==> src/rtl/ethernet_link_failover_mux.sv <==
// N-port priority uplink selector with debounced takeover and frame-safe RX/TX switching.
// Optional saturating performance counters are enabled with `define ETH_LINK_MUX_PERF_EN.
package ethernet_link_failover_mux_pkg;
    typedef struct packed {
        logic        start;
        logic        data_valid;
        logic [2:0]  bytes_valid;
        logic [31:0] data;
        logic        commit;
        logic        drop;
    } ethernet_rx_bus_t;
endpackage

module ethernet_link_failover_mux
    import ethernet_link_failover_mux_pkg::*;
#(
    parameter int unsigned NUM_PORTS      = 2,
    parameter int unsigned HOLDOFF_CYCLES = 1024
) (
    input  logic                             clk_i,
    input  logic                             rst_i,
    input  logic [NUM_PORTS-1:0]             link_up_i,
    input  ethernet_rx_bus_t [NUM_PORTS-1:0] rx_bus_i,
    output ethernet_rx_bus_t                 muxed_rx_bus_o,
    input  logic                             tx_frame_start_i,
    input  logic                             tx_frame_end_i,
    output logic [NUM_PORTS-1:0]             tx_port_en_o,
    output logic [$clog2(NUM_PORTS)-1:0]     active_port_o,
    output logic                             any_link_up_o
`ifdef ETH_LINK_MUX_PERF_EN
    ,
    output logic [31:0]                      perf_switches_o,
    output logic [31:0]                      perf_rx_aborts_o,
    output logic [15:0]                      perf_holdoff_restarts_o
`endif
);

    localparam int unsigned PORT_BITS = $clog2(NUM_PORTS);
    localparam int unsigned CNT_W     = $clog2(HOLDOFF_CYCLES + 1);
    // Terminal count is checked one cycle early so the takeover lands HOLDOFF_CYCLES after the rise.
    localparam logic [CNT_W-1:0] HOLD_TC = CNT_W'((HOLDOFF_CYCLES > 1) ? HOLDOFF_CYCLES - 2 : 0);

    // NO_LINK: no port up | ACTIVE: forwarding | PENDING: holdoff running | SWITCH: draining
    typedef enum logic [1:0] {NO_LINK, ACTIVE, PENDING, SWITCH} state_e;

    state_e                 state_q, state_d;
    logic [PORT_BITS-1:0]   active_q, active_d;
    logic [PORT_BITS-1:0]   target_q, target_d;
    logic [PORT_BITS-1:0]   best, sw_tgt;
    logic [CNT_W-1:0]       cnt_q, cnt_d;
    logic [NUM_PORTS-1:0]   tx_en_q, tx_en_d;
    ethernet_rx_bus_t       muxed_q, muxed_d, rx_cur;
    logic                   any_up_q;
    logic                   rx_open_q, rx_open_d, tx_open_q, tx_open_d;
    logic                   any_up, act_up, rx_open_nxt, tx_open_nxt;
    logic                   rx_idle, tx_idle, inject_drop;

    function automatic logic [NUM_PORTS-1:0] onehot(input logic [PORT_BITS-1:0] idx);
        logic [NUM_PORTS-1:0] v;
        v      = '0;
        v[idx] = 1'b1;
        return v;
    endfunction

    always_comb begin
        best = '0;
        for (int i = int'(NUM_PORTS) - 1; i >= 0; i--) begin
            if (link_up_i[i]) begin
                best = PORT_BITS'(i);
            end
        end
    end

    assign any_up      = |link_up_i;
    assign act_up      = link_up_i[active_q];
    assign rx_cur      = rx_bus_i[active_q];
    assign rx_open_nxt = (rx_cur.commit || rx_cur.drop) ? 1'b0 : (rx_cur.start || rx_open_q);
    assign tx_open_nxt = tx_frame_end_i ? 1'b0 : (tx_frame_start_i || tx_open_q);
    assign rx_idle     = !act_up || !rx_open_nxt;
    assign tx_idle     = !tx_open_nxt;
    assign inject_drop = (state_q != NO_LINK) && !act_up && rx_open_q;
    assign sw_tgt      = link_up_i[target_q] ? target_q : best;

    always_comb begin
        state_d   = state_q;
        active_d  = active_q;
        target_d  = target_q;
        cnt_d     = cnt_q;
        tx_en_d   = tx_en_q;
        muxed_d   = '0;
        rx_open_d = 1'b0;
        tx_open_d = tx_open_nxt;

        if (state_q != NO_LINK) begin
            muxed_d   = rx_cur;
            rx_open_d = rx_open_nxt;
        end

        unique case (state_q)
            NO_LINK: begin
                tx_en_d = '0;
                if (any_up) begin
                    state_d  = ACTIVE;
                    active_d = best;
                    if (tx_idle) begin
                        tx_en_d = onehot(best);
                    end
                end
            end
            ACTIVE, PENDING: begin
                if (!act_up) begin
                    tx_open_d = 1'b0;
                    tx_en_d   = '0;
                    rx_open_d = 1'b0;
                    cnt_d     = '0;
                    if (any_up) begin
                        state_d  = SWITCH;
                        target_d = best;
                    end else begin
                        state_d = NO_LINK;
                    end
                end else begin
                    if (tx_idle) begin
                        tx_en_d = onehot(active_q);
                    end
                    if (best == active_q) begin
                        state_d = ACTIVE;
                        cnt_d   = '0;
                    end else if (state_q == ACTIVE || best != target_q) begin
                        state_d  = PENDING;
                        target_d = best;
                        cnt_d    = '0;
                    end else begin
                        cnt_d = cnt_q + 1'b1;
                        if (cnt_q == HOLD_TC) begin
                            state_d = SWITCH;
                        end
                    end
                end
            end
            SWITCH: begin
                if (!act_up) begin
                    // Dead current link counts as RX idle and any TX frame is abandoned.
                    tx_open_d = 1'b0;
                    tx_en_d   = '0;
                    rx_open_d = 1'b0;
                    cnt_d     = '0;
                    if (any_up) begin
                        state_d  = ACTIVE;
                        active_d = best;
                        tx_en_d  = onehot(best);
                    end else begin
                        state_d = NO_LINK;
                    end
                end else if (sw_tgt == active_q) begin
                    state_d = ACTIVE;
                    cnt_d   = '0;
                    if (tx_idle) begin
                        tx_en_d = onehot(active_q);
                    end
                end else if (rx_idle && tx_idle) begin
                    state_d   = ACTIVE;
                    active_d  = sw_tgt;
                    tx_en_d   = onehot(sw_tgt);
                    rx_open_d = 1'b0;
                    cnt_d     = '0;
                end else begin
                    target_d = sw_tgt;
                end
            end
        endcase

        if (inject_drop) begin
            muxed_d      = '0;
            muxed_d.drop = 1'b1;
        end
    end

    always_ff @(posedge clk_i) begin
        if (rst_i) begin
            state_q   <= NO_LINK;
            active_q  <= '0;
            target_q  <= '0;
            cnt_q     <= '0;
            tx_en_q   <= '0;
            muxed_q   <= '0;
            any_up_q  <= 1'b0;
            rx_open_q <= 1'b0;
            tx_open_q <= 1'b0;
        end else begin
            state_q   <= state_d;
            active_q  <= active_d;
            target_q  <= target_d;
            cnt_q     <= cnt_d;
            tx_en_q   <= tx_en_d;
            muxed_q   <= muxed_d;
            any_up_q  <= any_up;
            rx_open_q <= rx_open_d;
            tx_open_q <= tx_open_d;
        end
    end

    assign muxed_rx_bus_o = muxed_q;
    assign tx_port_en_o   = tx_en_q;
    assign active_port_o  = active_q;
    assign any_link_up_o  = any_up_q;

`ifdef ETH_LINK_MUX_PERF_EN
    logic        switched, restarted;
    logic [31:0] perf_sw_q, perf_ab_q;
    logic [15:0] perf_rs_q;

    assign switched  = (active_d != active_q);
    assign restarted = (state_q == PENDING) && act_up && (best != active_q) && (best != target_q);

    always_ff @(posedge clk_i) begin
        if (rst_i) begin
            perf_sw_q <= '0;
            perf_ab_q <= '0;
            perf_rs_q <= '0;
        end else begin
            if (switched && perf_sw_q != '1) begin
                perf_sw_q <= perf_sw_q + 1'b1;
            end
            if (inject_drop && perf_ab_q != '1) begin
                perf_ab_q <= perf_ab_q + 1'b1;
            end
            if (restarted && perf_rs_q != '1) begin
                perf_rs_q <= perf_rs_q + 1'b1;
            end
        end
    end

    assign perf_switches_o         = perf_sw_q;
    assign perf_rx_aborts_o        = perf_ab_q;
    assign perf_holdoff_restarts_o = perf_rs_q;
`endif

endmodule

==> config.mk <==
export PLATFORM = sky130hd
export DESIGN_NAME = ethernet_link_failover_mux
export DESIGN_NICKNAME = d
export VERILOG_FILES = /design/src/rtl/ethernet_link_failover_mux.sv
export SDC_FILE = /design/constraint.sdc
export NUM_CORES = 1
export LEC_CHECK = 0
export ABC_AREA = 1
export CAP_MARGIN = 10
export CORE_ASPECT_RATIO = 1.75
export CORE_MARGIN = 2
export CORE_UTILIZATION = 46
export DETAILED_ROUTE_END_ITERATION = 10
export PLACE_DENSITY_LB_ADDON = 0.12
export SYNTH_ARGS = -nofsm -noshare
export SYNTH_HDL_FRONTEND = slang
export SYNTH_SLANG_ARGS = --single-unit
==> constraint.sdc <==
create_clock -name clk_i -period 3.5 [get_ports clk_i]
set_input_delay 0.525 -clock clk_i [delete_from_list [all_inputs] [get_ports clk_i]]
set_output_delay 0.525 -clock clk_i [all_outputs]
set_load 0.01 [all_outputs]
**Yosys cells after proc, flatten, opt, wreduce, memory -nomap -nowiden**

Cells that the tools add are included.
W data, S select, Z words.

- Word-level logic and storage cells: 134
- Bits in registers: 59
- Input port bits: 84

- Bitwise gates (word level): 1
- $lt $le $gt $ge: 7
- Equality and inequality tests: 18
- Muxes and demuxes: 67
- Reductions and logical operators: 26
- Add/sub/neg operators: 1

Operators with widths:

| kind | number |
|---|---|
| $mux W39 | 2 |
| $mux W11 | 6 |
| $mux W2 | 17 |
| $mux W1 | 33 |
| $pmux W11 S2 | 1 |
| $ne A3 B3 Y1 const B | 5 |
| $pmux W2 S3 | 2 |
| $add A11 B1 Y11 const B | 1 |
| $eq A11 B10 Y1 const B | 1 |
| $lt A1 B2 Y1 const B | 4 |
| $ne A2 B2 Y1 const B | 4 |
| $reduce_and A7 Y1 | 1 |
| $logic_and A1 B1 Y1 | 6 |
| $pmux W1 S2 | 3 |
| $reduce_and A3 Y1 | 2 |
| $reduce_bool A2 Y1 | 3 |
| $reduce_or A3 Y1 | 2 |
| $logic_or A1 B1 Y1 | 5 |
| $ne A5 B5 Y1 const B | 1 |
| $eq A2 B2 Y1 const B | 2 |
| $ne A4 B4 Y1 const B | 1 |
| $reduce_or A2 Y1 | 2 |
| $demux W1 S1 | 3 |
| $ge A1 B1 Y1 const B | 3 |
| other kinds (7) | 10 |

**Depth between registers and ports, before layout**

Gate-level depths: netlist (run 1).

- Word-level depth: 11
- Depth in mapped cells: 12
- Mapped depth without buffers: 12

**Least setup slack after synthesis (run 1)**

No wires, ideal clock.

- Path type: input to register
- Start point: in tx_frame_start_i
- End point: reg cnt_q[7]
- Buffers on the path: 1
- Data required time: 3,383 ps
- Setup slack: 1,919 ps
- Arrival time: 1,464 ps
- Cell stages on the path: 7
- Path through: o21bai_1 -> a21oi_4 -> a21oi_4 -> buf_6 -> nand3_1 -> nand2_1 -> nor2_1

- Cells in the longest elaborated chain, start to end: 6

Ends and longest elaborated chain:

| what | line | RTL |
|---|---|---|
| from (decl) | 25 | `input logic tx_frame_start_i,` |
| $logic_or A1 B1 Y1 | 78 | `assign tx_open_nxt = tx_frame_end_i ? 1'b0 : (tx_frame_start_i \|\| tx_open_q);` |
| $mux W1 | 78 |  |
| $logic_not A1 Y1 | 80 | `assign tx_idle = !tx_open_nxt;` |
| $logic_and A1 B1 Y1 | 161 | `end else if (rx_idle && tx_idle) begin` |
| $ne A4 B4 Y1 (no line) | n/a |  |
| $reduce_and A2 Y1 (no line) | n/a |  |
| to (signal assigned) | 194 | `cnt_q <= cnt_d;` |
| to (decl) | 50 | `logic [CNT_W-1:0] cnt_q, cnt_d;` |

Every way passes these cells.
A chain may end at the register's enable or synchronous reset.

**Worst setup path in the final report (run 1)**

- Start point: reg active_q (netlist: active_port_o)
- End point: out active_port_o

RTL lines:

| what | line | RTL |
|---|---|---|
| from (decl) | 47 | `logic [PORT_BITS-1:0] active_q, active_d;` |
| from (signal assigned) | 192 | `active_q <= active_d;` |
| to (decl) | 28 | `output logic [$clog2(NUM_PORTS)-1:0] active_port_o,` |

No word-level cell between the ends.

==> flow_summary_export.csv, run 1 <==
group,metric,value,unit
synthesis,ys_types,33,
global_routing,grt_max_degree,47,
global_routing,grt_pass1_vias,2942,
place,gp_congestion,0.8922,
job,maxCapViolCount,0,
synthesis,netlist.area_leader.share,40.55,%
floorplanning,rows,38,
synthesis,synth-seq-area-share,40.55,%
cells_and_area,diodes,0,
place,place_inst,604,
floorplanning,core-area,0.006181,mm2
route,drt_iter0_drc,247,
place,dp_slack,0.9042,ns
cells_and_area,nets,624,
timing,hold_ws,0.5012,ns
timing,worstMarginPinSlew,0.5083,ns
floorplanning,dieWidth,64.15,um
worst_setup_path,path_max_fanout,46,
run_status,status,"complete, no violations",
synthesis,synth-edff-count,0,
route,route.detailed.wl_per_inst,13.49,um
cells_and_area,stdcell_area,0.004372,mm2
cts,cts_resized,0,
cts,holdBufCountCts,0,
timing,rsz0062_at_grt,"false",
worst_setup_path,r2r_end,"cnt_q[10]",
cells_and_area,utilization,70.73,%
cts,cts_buffers,9,
route,finalWirelength,8362,um
worst_setup_path,required,2.97,ns
synthesis,syn_area,0.002913,mm2
timing,fin_crit_sh,65.88,%
timing,layout_min_cycle_time,2.306,ns
cells_and_area,final_cells,620,
cts,clk_pin_slew,0.07,ns
cts,cts_setup_buffers,0,
synthesis,synthCells,411,
cells_and_area,drive_gt1_share,9.815,%
synthesis,synth-main-ff-cell,"dfxtp_1",
min_path,worstHoldStart,"state_q[1]",
synthesis,syn_nets,500,
synthesis,synthArstFlopShare,0,%
place,numPortBuffers,126,
synthesis,synth_seq_cells,59,
timing,slew_headroom,66.04,%
synthesis,yosys.area.top_type,"dfxtp_1",
synthesis,yosysMostFrequentCell,"nand2_1",
route,firstDrtPassIters,6,
worst_setup_path,reg2reg_depth,10,
route,drc,0,
route,vias_per_cell,4.971,
place,hpwl,6411,um
pwr,power_density,388.9,mW/mm2
route,ant_nets,0,
timing,setup_tns,0,ns
timing,hold_viol_final,0,
synthesis,syn_avg_cell_area,7.087,um2
timing,max_clock_freq,433.7,MHz
floorplanning,die-area,0.007009,mm2
timing,clock_skew,0.005007,ns
cells_and_area,area_delta_synth_final,50.09,%
worst_setup_path,worstPathCellList,"buf_4, clkdlybuf4s50_1",
floorplanning,start_util,47.13,%
cts,clockBufferDepth,2,
global_routing,antenna_found_initial,0,
global_routing,grt_pass1_wl,13240,um
synthesis,ys_top_cells_by_count,"nand2_1 (140), dfxtp_1 (59), a21oi_1 (38), nor2_1 (32), inv_1 (30)",
worst_setup_path,worstReg2RegStart,"active_port_o",
pwr,ir_drop,0.3218,mV
cts,clk_root_buffer_cell,"clkbuf_8",
worst_setup_path,crit_path_start_kind,"flip-flop",
pwr,leakagePower,1.780,nW
min_path,whs_endpoint,"state_q[1]",
route,vias,3082,
floorplanning,ios,127,
floorplanning,die_y,109.3,um
place,placed_cell_area,0.004199,mm2
global_routing,grt-ovfl-total,0,
synthesis,yosysWarnings,0,
timing,finalSetupViolations,0,
worst_setup_path,reg2reg_slack,1.43,ns
cts,clkLatencyLatePin,0.34,ns
worst_setup_path,path_class,"flip-flop to output pin",
synthesis,synth.area.top_cells,"dfxtp_1 (41%), nand2_1 (18%), a21oi_1 (6.5%), nor2_1 (4.1%), inv_1 (3.9%)",
worst_setup_path,max_stage_delay,0.64,ns
cts,cts_tree,"done",
cts,htreeDepth,3,
worst_setup_path,crit_slowest_cell,"clkdlybuf4s50_1",
timing,maxSlewViolCount,0,
min_path,hp-class,"flip-flop to flip-flop",
timing,finalWorstSetupSlack,1.194,ns
global_routing,grtUsageTotal,25.06,%
cts,cts.sinks,59,
pwr,power.total,1.700,mW
worst_setup_path,arrival,1.78,ns
min_path,hold_depth,2,
worst_setup_path,crit_path_end_kind,"output pin",
[where the power goes]
part	switching [mW]	total [mW]	internal, mW	leakage [nW]
clock network	0.253	0.546	0.294	0.0905
registers	0.0204	0.735	0.715	0.482
logic	0.213	0.419	0.205	1.21
total	0.486	1.70	1.21	1.78
[worst max-delay path by stage]
stage / from / to / slack (ns)
6_report: active_port_o / active_port_o / 1.19
5_1_grt: link_up_i[0] / cnt_q[1] / 1.06
4_1_cts: active_port_o / active_port_o / 1.17
3_5_place_dp: link_up_i[0] / cnt_q[3] / 0.90
3_3_place_gp: link_up_i[1] / cnt_q[7] / 0.96
2_1_floorplan: tx_frame_start_i / cnt_q[7] / 1.92
[cell families after synthesis]
kind of cell | count (synthesis) | share of synthesized area (%)
flops | 59 | 40.55
compound gates | 71 | 15.59
fa+ha+maj | 5 | 2.148
simple gates | 221 | 32.35
xor+xnor | 4 | 1.203
buf+inv | 51 | 8.162
[registers in the layout (all words and copies together), names as in the netlist]
register / count
active_port_o: 1
any_link_up_o: 1
cnt_q: 11
muxed_rx_bus_o: 39
rx_open_q: 1
state_q: 2
target_q: 1
tx_open_q: 1
tx_port_en_o: 2
[worst max-delay path, delay by kind of cell, from the launching register on]
kind	cells	cell delay [ns]
buf+inv	2	1.08
flops	1	0.36
[cell usage in the layout, fill, tap and decap left out]
master,Yosys,final
nand2_1,140,140
o21ai_4,1,1
a21oi_4,2,2
clkbuf_8,0,11
nand3_1,21,21
a21oi_2,11,11
o21ai_0,8,8
dfxtp_1,59,58
o21bai_1,4,4
nor2_1,32,32
o21ai_2,2,2
nand3b_1,1,1
o22ai_1,1,1
dfxtp_2,0,1
buf_4,0,3
a21oi_1,38,38
nand4_1,4,4
nor3_1,7,7
clkbuf_1,10,3
inv_6,1,1
a211oi_1,1,1
nand2_2,9,9
nor2_4,2,2
clkdlybuf4s50_1,0,126
nand2_4,2,2
nor3_2,1,1
ha_1,5,5
nor2_2,1,1
o21ai_1,2,2
inv_4,1,1
inv_1,30,30
clkinv_2,0,2
inv_2,3,3
xor2_1,4,4
o211ai_1,1,1
nor2b_1,1,1
[routing by layer]
metal	vias to the layer above	part of all wire [%]	global-route usage [%]
li1	1555	-	-
met1	1376	34	23.10
met2	123	53	45.83
met3	28	8.6	10.22
met4	0	4.2	13.98
met5	-	0	0
[final cells by class]
class / instances / area (um2)
fillers: 526 / 1809
inverters: 35 / 138.9
well taps: 80 / 100.1
multi-input cells: 301 / 1494
clock inverters: 2 / 10.01
repair buffers: 129 / 1284
flip-flops and latches: 59 / 1182
clock buffers: 14 / 162.7
Power figures use the tool's default switching activity.
==> inputs of run 2 (changes only) <==
--- a/config.mk
+++ b/config.mk
@@ -9,7 +9,7 @@
 export CAP_MARGIN = 10
 export CORE_ASPECT_RATIO = 1.75
 export CORE_MARGIN = 2
-export CORE_UTILIZATION = 46
+export CORE_UTILIZATION = 42
 export DETAILED_ROUTE_END_ITERATION = 10
 export PLACE_DENSITY_LB_ADDON = 0.12
 export SYNTH_ARGS = -nofsm -noshare
==> constraint.sdc (replaced) <==
create_clock -name clk_i -period 2.3 [get_ports clk_i]
set_input_delay 0.345 -clock clk_i [delete_from_list [all_inputs] [get_ports clk_i]]
set_output_delay 0.345 -clock clk_i [all_outputs]
set_load 0.01 [all_outputs]
==> run 2 against run 1 <==
Against the previous run:
- die area increased by 9.0%
- worst setup slack worse by 0.85 ns
- total power increased by 78%
- routed wire length increased by 6.9%
- critical path type is now flip-flop to flip-flop
- largest power group is now clock
==> flow_summary_export.csv, run 2 (synthesized netlist as in run 1, its figures left out) <==
group,metric,value,unit
cells_and_area,drive_gt1_share,11.13,%
timing,hold_viol_final,0,
pwr,ir_drop,0.5149,mV
worst_setup_path,r2r_end,"cnt_q[9]",
job,maxCapViolCount,0,
cts,cts.sinks,59,
global_routing,grt-ovfl-total,0,
cts,clockBufferDepth,2,
route,finalWirelength,8941,um
min_path,worstHoldStart,"state_q[1]",
min_path,whs_endpoint,"state_q[1]",
floorplanning,rows,40,
cts,cts_resized,0,
timing,maxSlewViolCount,0,
cts,cts_buffers,9,
worst_setup_path,max_stage_delay,0.61,ns
worst_setup_path,cp_top_family,"simple AND/OR/NAND/NOR gates",
pwr,power_frac_seq,37.4,%
worst_setup_path,worstReg2RegStart,"active_port_o",
cts,holdBufCountCts,0,
floorplanning,ios,127,
worst_setup_path,reg2reg_slack,0.34,ns
cells_and_area,final_common_cell,"nand2_1",
cts,clk_pin_slew,0.05,ns
route,route.detailed.wl_per_inst,14.15,um
worst_setup_path,path_class,"flip-flop to flip-flop",
global_routing,grtUsageTotal,25.57,%
global_routing,grt_max_degree,39,
route,vias,3201,
cells_and_area,stdcell_area,0.004551,mm2
pwr,pwr-share-comb,21.7,%
pwr,clkPwrFrac,40.9,%
route,firstDrtPassIters,5,
run_status,status,"complete, no violations",
timing,hold_ws,0.5013,ns
pwr,switchingPower,0.8200,mW
route,vias_per_cell,5.065,
place,gp_congestion,0.9244,
pwr,switching_share,27.11,%
worst_setup_path,required,2.57,ns
cells_and_area,largest_reg_flops,39,
cts,cts_tree,"done",
timing,rsz0062_at_grt,"false",
worst_setup_path,path_max_fanout,17,
cells_and_area,diodes,0,
worst_setup_path,arrival,2.22,ns
floorplanning,start_util,42.79,%
timing,max_clock_freq,510.5,MHz
timing,worstMarginPinSlew,0.4573,ns
cts,htreeDepth,3,
cells_and_area,nets,632,
global_routing,grt_pass1_vias,3132,
timing,layout_min_cycle_time,1.959,ns
cells_and_area,layout_common_cells,"nand2_1 (140), clkdlybuf4s50_1 (126), dfxtp_1 (58), a21oi_1 (38), nor2_1 (32)",
floorplanning,die_y,114.2,um
place,hpwl,6738,um
route,drt_iter0_drc,204,
min_path,hp-class,"flip-flop to flip-flop",
cts,clkLatencyLatePin,0.33,ns
timing,finalSetupViolations,0,
timing,slew_headroom,69.52,%
pwr,power_density,664.6,mW/mm2
worst_setup_path,crit_slowest_cell,"dfxtp_2",
worst_setup_path,crit_path_start_kind,"flip-flop",
floorplanning,die-area,0.007643,mm2
worst_setup_path,path_buf_inv,2,
timing,setup_tns,0,ns
worst_setup_path,crit_path_frequent_cell,"nor2_1",
timing,clock_skew,0.006018,ns
min_path,hold_depth,2,
place,placed_cell_area,0.004277,mm2
place,numPortBuffers,126,
cts,clk_root_buffer_cell,"clkbuf_16",
floorplanning,core-area,0.006807,mm2
worst_setup_path,reg2reg_depth,8,
route,ant_nets,0,
worst_setup_path,crit_path_end_kind,"flip-flop",
route,drc,0,
worst_setup_path,worstPathCellList,"inv_6, nor3_2, inv_1, nor2_1, nand2_1, a211oi_1, nor2_1, nor2_1",
timing,fin_crit_sh,85.18,%
cells_and_area,utilization,66.86,%
floorplanning,dieWidth,66.95,um
global_routing,grt_pass1_wl,14610,um
cts,cts_setup_buffers,0,
pwr,p_int,2.204,mW
global_routing,antenna_found_initial,0,
cells_and_area,area_delta_synth_final,56.23,%
pwr,leakagePower,1.871,nW
==> run 2: changes by cell type in the layout (fill, tap and decap cells not counted) <==
cell	before	now
buf_4	3	10
clkbuf_16	0	9
clkbuf_8	11	2
buf_12	0	1
==> run 2: worst max path at each step <==
stage	start	end	slack (ns)	cells after the start
after floorplan	active_port_o	muxed_rx_bus_o[19]	0.72	12
after global placement	link_up_i[1]	cnt_q[1]	0.13	11
after detailed placement	link_up_i[1]	cnt_q[1]	0.09	10
after CTS	active_port_o	active_port_o	0.38	1
after global routing	active_port_o	cnt_q[9]	0.18	8
final	active_port_o	cnt_q[9]	0.34	8
==> run 2: layer usage <==
layer	vias to the layer above	routed length (um)	GRT usage, %
li1	1575	-	-
met1	1467	3035	24.74
met2	132	4813	44.40
met3	27	721	10.32
met4	0	371	14.83
met5	-	0	0
==> run 2: worst register-to-register path, stage by stage, from the launching register on <==
cell and delay, ns:
dfxtp_2 0.61, inv_6 0.12, nor3_2 0.37, inv_1 0.10, nor2_1 0.15, nand2_1 0.12, a211oi_1 0.27, nor2_1 0.06
nor2_1 0.08
==> run 2: metrics by stage <==
| stage | cells | power [mW] | setup WS [ns] |
|---|---|---|---|
| 2_1_floorplan | 411 | 1.474 | 0.7210 |
| 3_3_place_gp | 616 | 1.794 | 0.1342 |
| 3_5_place_dp | 616 | 1.804 | 0.08975 |
| 4_1_cts | 632 | 3.047 | 0.3784 |
| 5_1_grt | 632 | 3.165 | 0.1818 |
| 6_report | 632 | 3.024 | 0.3410 |
==> run 2: layout make-up <==
type | instances | area [um2]
fill | 623 | 2256
sequential | 59 | 1182
multi-input combinational | 301 | 1494
timing repair buffer | 137 | 1356
clock buffer | 14 | 264.0
tap | 84 | 105.1
clock inverter | 2 | 10.01
inverter | 35 | 138.9
==> run 2: power by group through the flow <==
stage / clock network, mW / registers [mW] / logic, mW
finish: 1.24 / 1.13 / 0.657
global route: 1.31 / 1.14 / 0.723
CTS: 1.26 / 1.13 / 0.658
detailed placement: 0 / 1.15 / 0.653
global placement: 0 / 1.15 / 0.646
floorplan: 0 / 1.16 / 0.312
==> inputs of run 3 (changes only) <==
--- a/config.mk
+++ b/config.mk
@@ -8,7 +8,6 @@
 export ABC_AREA = 1
 export CAP_MARGIN = 10
 export CORE_ASPECT_RATIO = 1.75
-export CORE_MARGIN = 2
 export CORE_UTILIZATION = 42
 export DETAILED_ROUTE_END_ITERATION = 10
 export PLACE_DENSITY_LB_ADDON = 0.12
==> run 3 against run 2 <==
Against the previous run:
- core utilization increased by 1.7 points
- worst setup slack got worse by 0.12 ns
- non-clock buffer count fell by 6
- critical path depth increased by 1
- clock-buffer cell count increased by 1
==> flow_summary_export.csv, run 3 (synthesized netlist as in run 1, its figures left out) <==
group,metric,value,unit
cells_and_area,largest_reg_flops,39,
route,route.detailed.wl_per_inst,14.05,um
floorplanning,ios,127,
floorplanning,die_y,112.2,um
cts,holdBufCountCts,0,
cells_and_area,area_delta_synth_final,56.19,%
route,ant_nets,0,
timing,hold_viol_final,0,
timing,clock_skew,0.005341,ns
worst_setup_path,path_max_fanout,45,
timing,slew_headroom,69.06,%
global_routing,grt_pass1_wl,14120,um
pwr,leakagePower,1.859,nW
route,finalWirelength,8770,um
global_routing,grt_max_degree,46,
worst_setup_path,reg2reg_slack,0.22,ns
floorplanning,dieWidth,64.95,um
cts,clk_pin_slew,0.05,ns
worst_setup_path,arrival,2.29,ns
route,firstDrtPassIters,5,
run_status,status,"complete, no violations",
worst_setup_path,r2r_end,"cnt_q[7]",
min_path,worstHoldStart,"state_q[1]",
route,drc,0,
cts,cts_resized,0,
route,drt_iter0_drc,107,
timing,rsz0062_at_grt,"false",
cts,clk_root_buffer_cell,"clkbuf_16",
place,numPortBuffers,126,
cts,clockBufferDepth,2,
min_path,hp-class,"flip-flop to flip-flop",
worst_setup_path,required,2.52,ns
route,vias,3156,
global_routing,grt-ovfl-total,0,
timing,layout_min_cycle_time,2.079,ns
place,gp_congestion,0.9215,
timing,setup_tns,0,ns
route,met1Wirelength,3036,um
worst_setup_path,worstReg2RegStart,"active_port_o",
global_routing,antenna_found_initial,0,
cells_and_area,drive_gt1_share,10.15,%
job,maxCapViolCount,0,
floorplanning,start_util,43.89,%
cells_and_area,nFillCells,594,
worst_setup_path,reg2reg_depth,9,
cells_and_area,diodes,0,
route,met3_length,760,um
cts,cts_setup_buffers,0,
floorplanning,core-area,0.006636,mm2
cts,cts_buffers,9,
timing,worstMarginPinSlew,0.4641,ns
floorplanning,die-area,0.007285,mm2
cts,cts.sinks,59,
cells_and_area,regArea,0.001182,mm2
route,vias_per_cell,5.058,
global_routing,grtUsageTotal,25.75,%
pwr,ir_drop,0.6437,mV
place,dp_slack,0.04585,ns
cells_and_area,final_common_cell,"nand2_1",
cts,clkLatencyLatePin,0.33,ns
place,hpwl,6546,um
cells_and_area,nets,626,
pwr,power_density,692.7,mW/mm2
timing,finalWorstSetupSlack,0.2212,ns
place,place_inst,608,
floorplanning,rows,39,
worst_setup_path,crit_path_end_kind,"flip-flop",
cts,htreeDepth,3,
min_path,hold_depth,2,
route,wl_met2,4535,um
cells_and_area,multiInputGateArea,0.001494,mm2
route,routed.top_layer,"met4",
cts,cts_tree,"done",
timing,max_clock_freq,481.0,MHz
timing,finalSetupViolations,0,
global_routing,grt_pass1_vias,3089,
timing,fin_crit_sh,90.38,%
timing,maxSlewViolCount,0,
cells_and_area,final_cells,624,
cells_and_area,layout_common_cells,"nand2_1 (140), clkdlybuf4s50_1 (126), dfxtp_1 (58), a21oi_1 (38), nor2_1 (32)",
worst_setup_path,path_class,"flip-flop to flip-flop",
min_path,whs_endpoint,"state_q[1]",
worst_setup_path,crit_path_start_kind,"flip-flop",
[run 3: cell types whose count changed in the layout (fill, tap and decap cells not counted)]
cell       delta
buf_4         -7
clkinv_2      -2
buf_12        +1
bufinv_16     +1
clkbuf_8      +1
[run 3: power breakdown]
| group | internal (mW) | leakage [nW] | switching (mW) |
|---|---|---|---|
| Clock | 0.927 | 0.150 | 0.440 |
| Combinational | 0.329 | 1.23 | 0.326 |
| Sequential | 1.09 | 0.482 | 0.0398 |
[run 3: layout make-up]
cell class	instances	share of cell area [%]
Timing Repair Buffer	131	29.10
Multi-Input combinational cell	301	32.84
Clock inverter	1	0.6601
Clock buffer	15	6.106
Sequential cell	59	25.99
Tap cell	82	2.255
Inverter	35	3.053
[run 3: worst max path at each step]
stage | slack [ns] | depth (start not counted) | from | endpoint
3_5_place_dp | 0.05 | 10 | link_up_i[0] | cnt_q[1]
6_report | 0.22 | 9 | active_port_o | cnt_q[7]
3_3_place_gp | 0.12 | 10 | link_up_i[0] | cnt_q[7]
2_1_floorplan | 0.72 | 12 | active_port_o | muxed_rx_bus_o[19]
4_1_cts | 0.21 | 9 | active_port_o | cnt_q[7]
5_1_grt | 0.03 | 9 | active_port_o | cnt_q[1]
[run 3: stage by stage]
stage / power (mW) / utilization [%] / hold slack, ns / cell area [um2]
global route: 3.289 / 68.55 / 0.5180 / 4549
global placement: 1.793 / 63.91 / 0.4779 / 4242
floorplan: 1.474 / - / 0.4601 / 2913
finish: 3.151 / 68.55 / 0.4894 / 4549
detailed placement: 1.802 / 63.91 / 0.4840 / 4242
CTS: 3.181 / 68.55 / 0.4911 / 4549
[run 3: critical path, stage by stage (launching register included)]
cell and delay [ns]:
dfxtp_2 0.62, inv_6 0.24, nand2_1 0.14, nand3_1 0.09
nand3_1 0.15, a21oi_4 0.10, a21oi_4 0.25, nand2_1 0.14
nand2_1 0.16, nor2_1 0.06
[run 3: layer usage]
metal / vias up / GRT usage (%)
met5: - / 0
met4: 0 / 16.44
met3: 34 / 10.06
met2: 147 / 44.51
met1: 1403 / 24.62
li1: 1572 / -
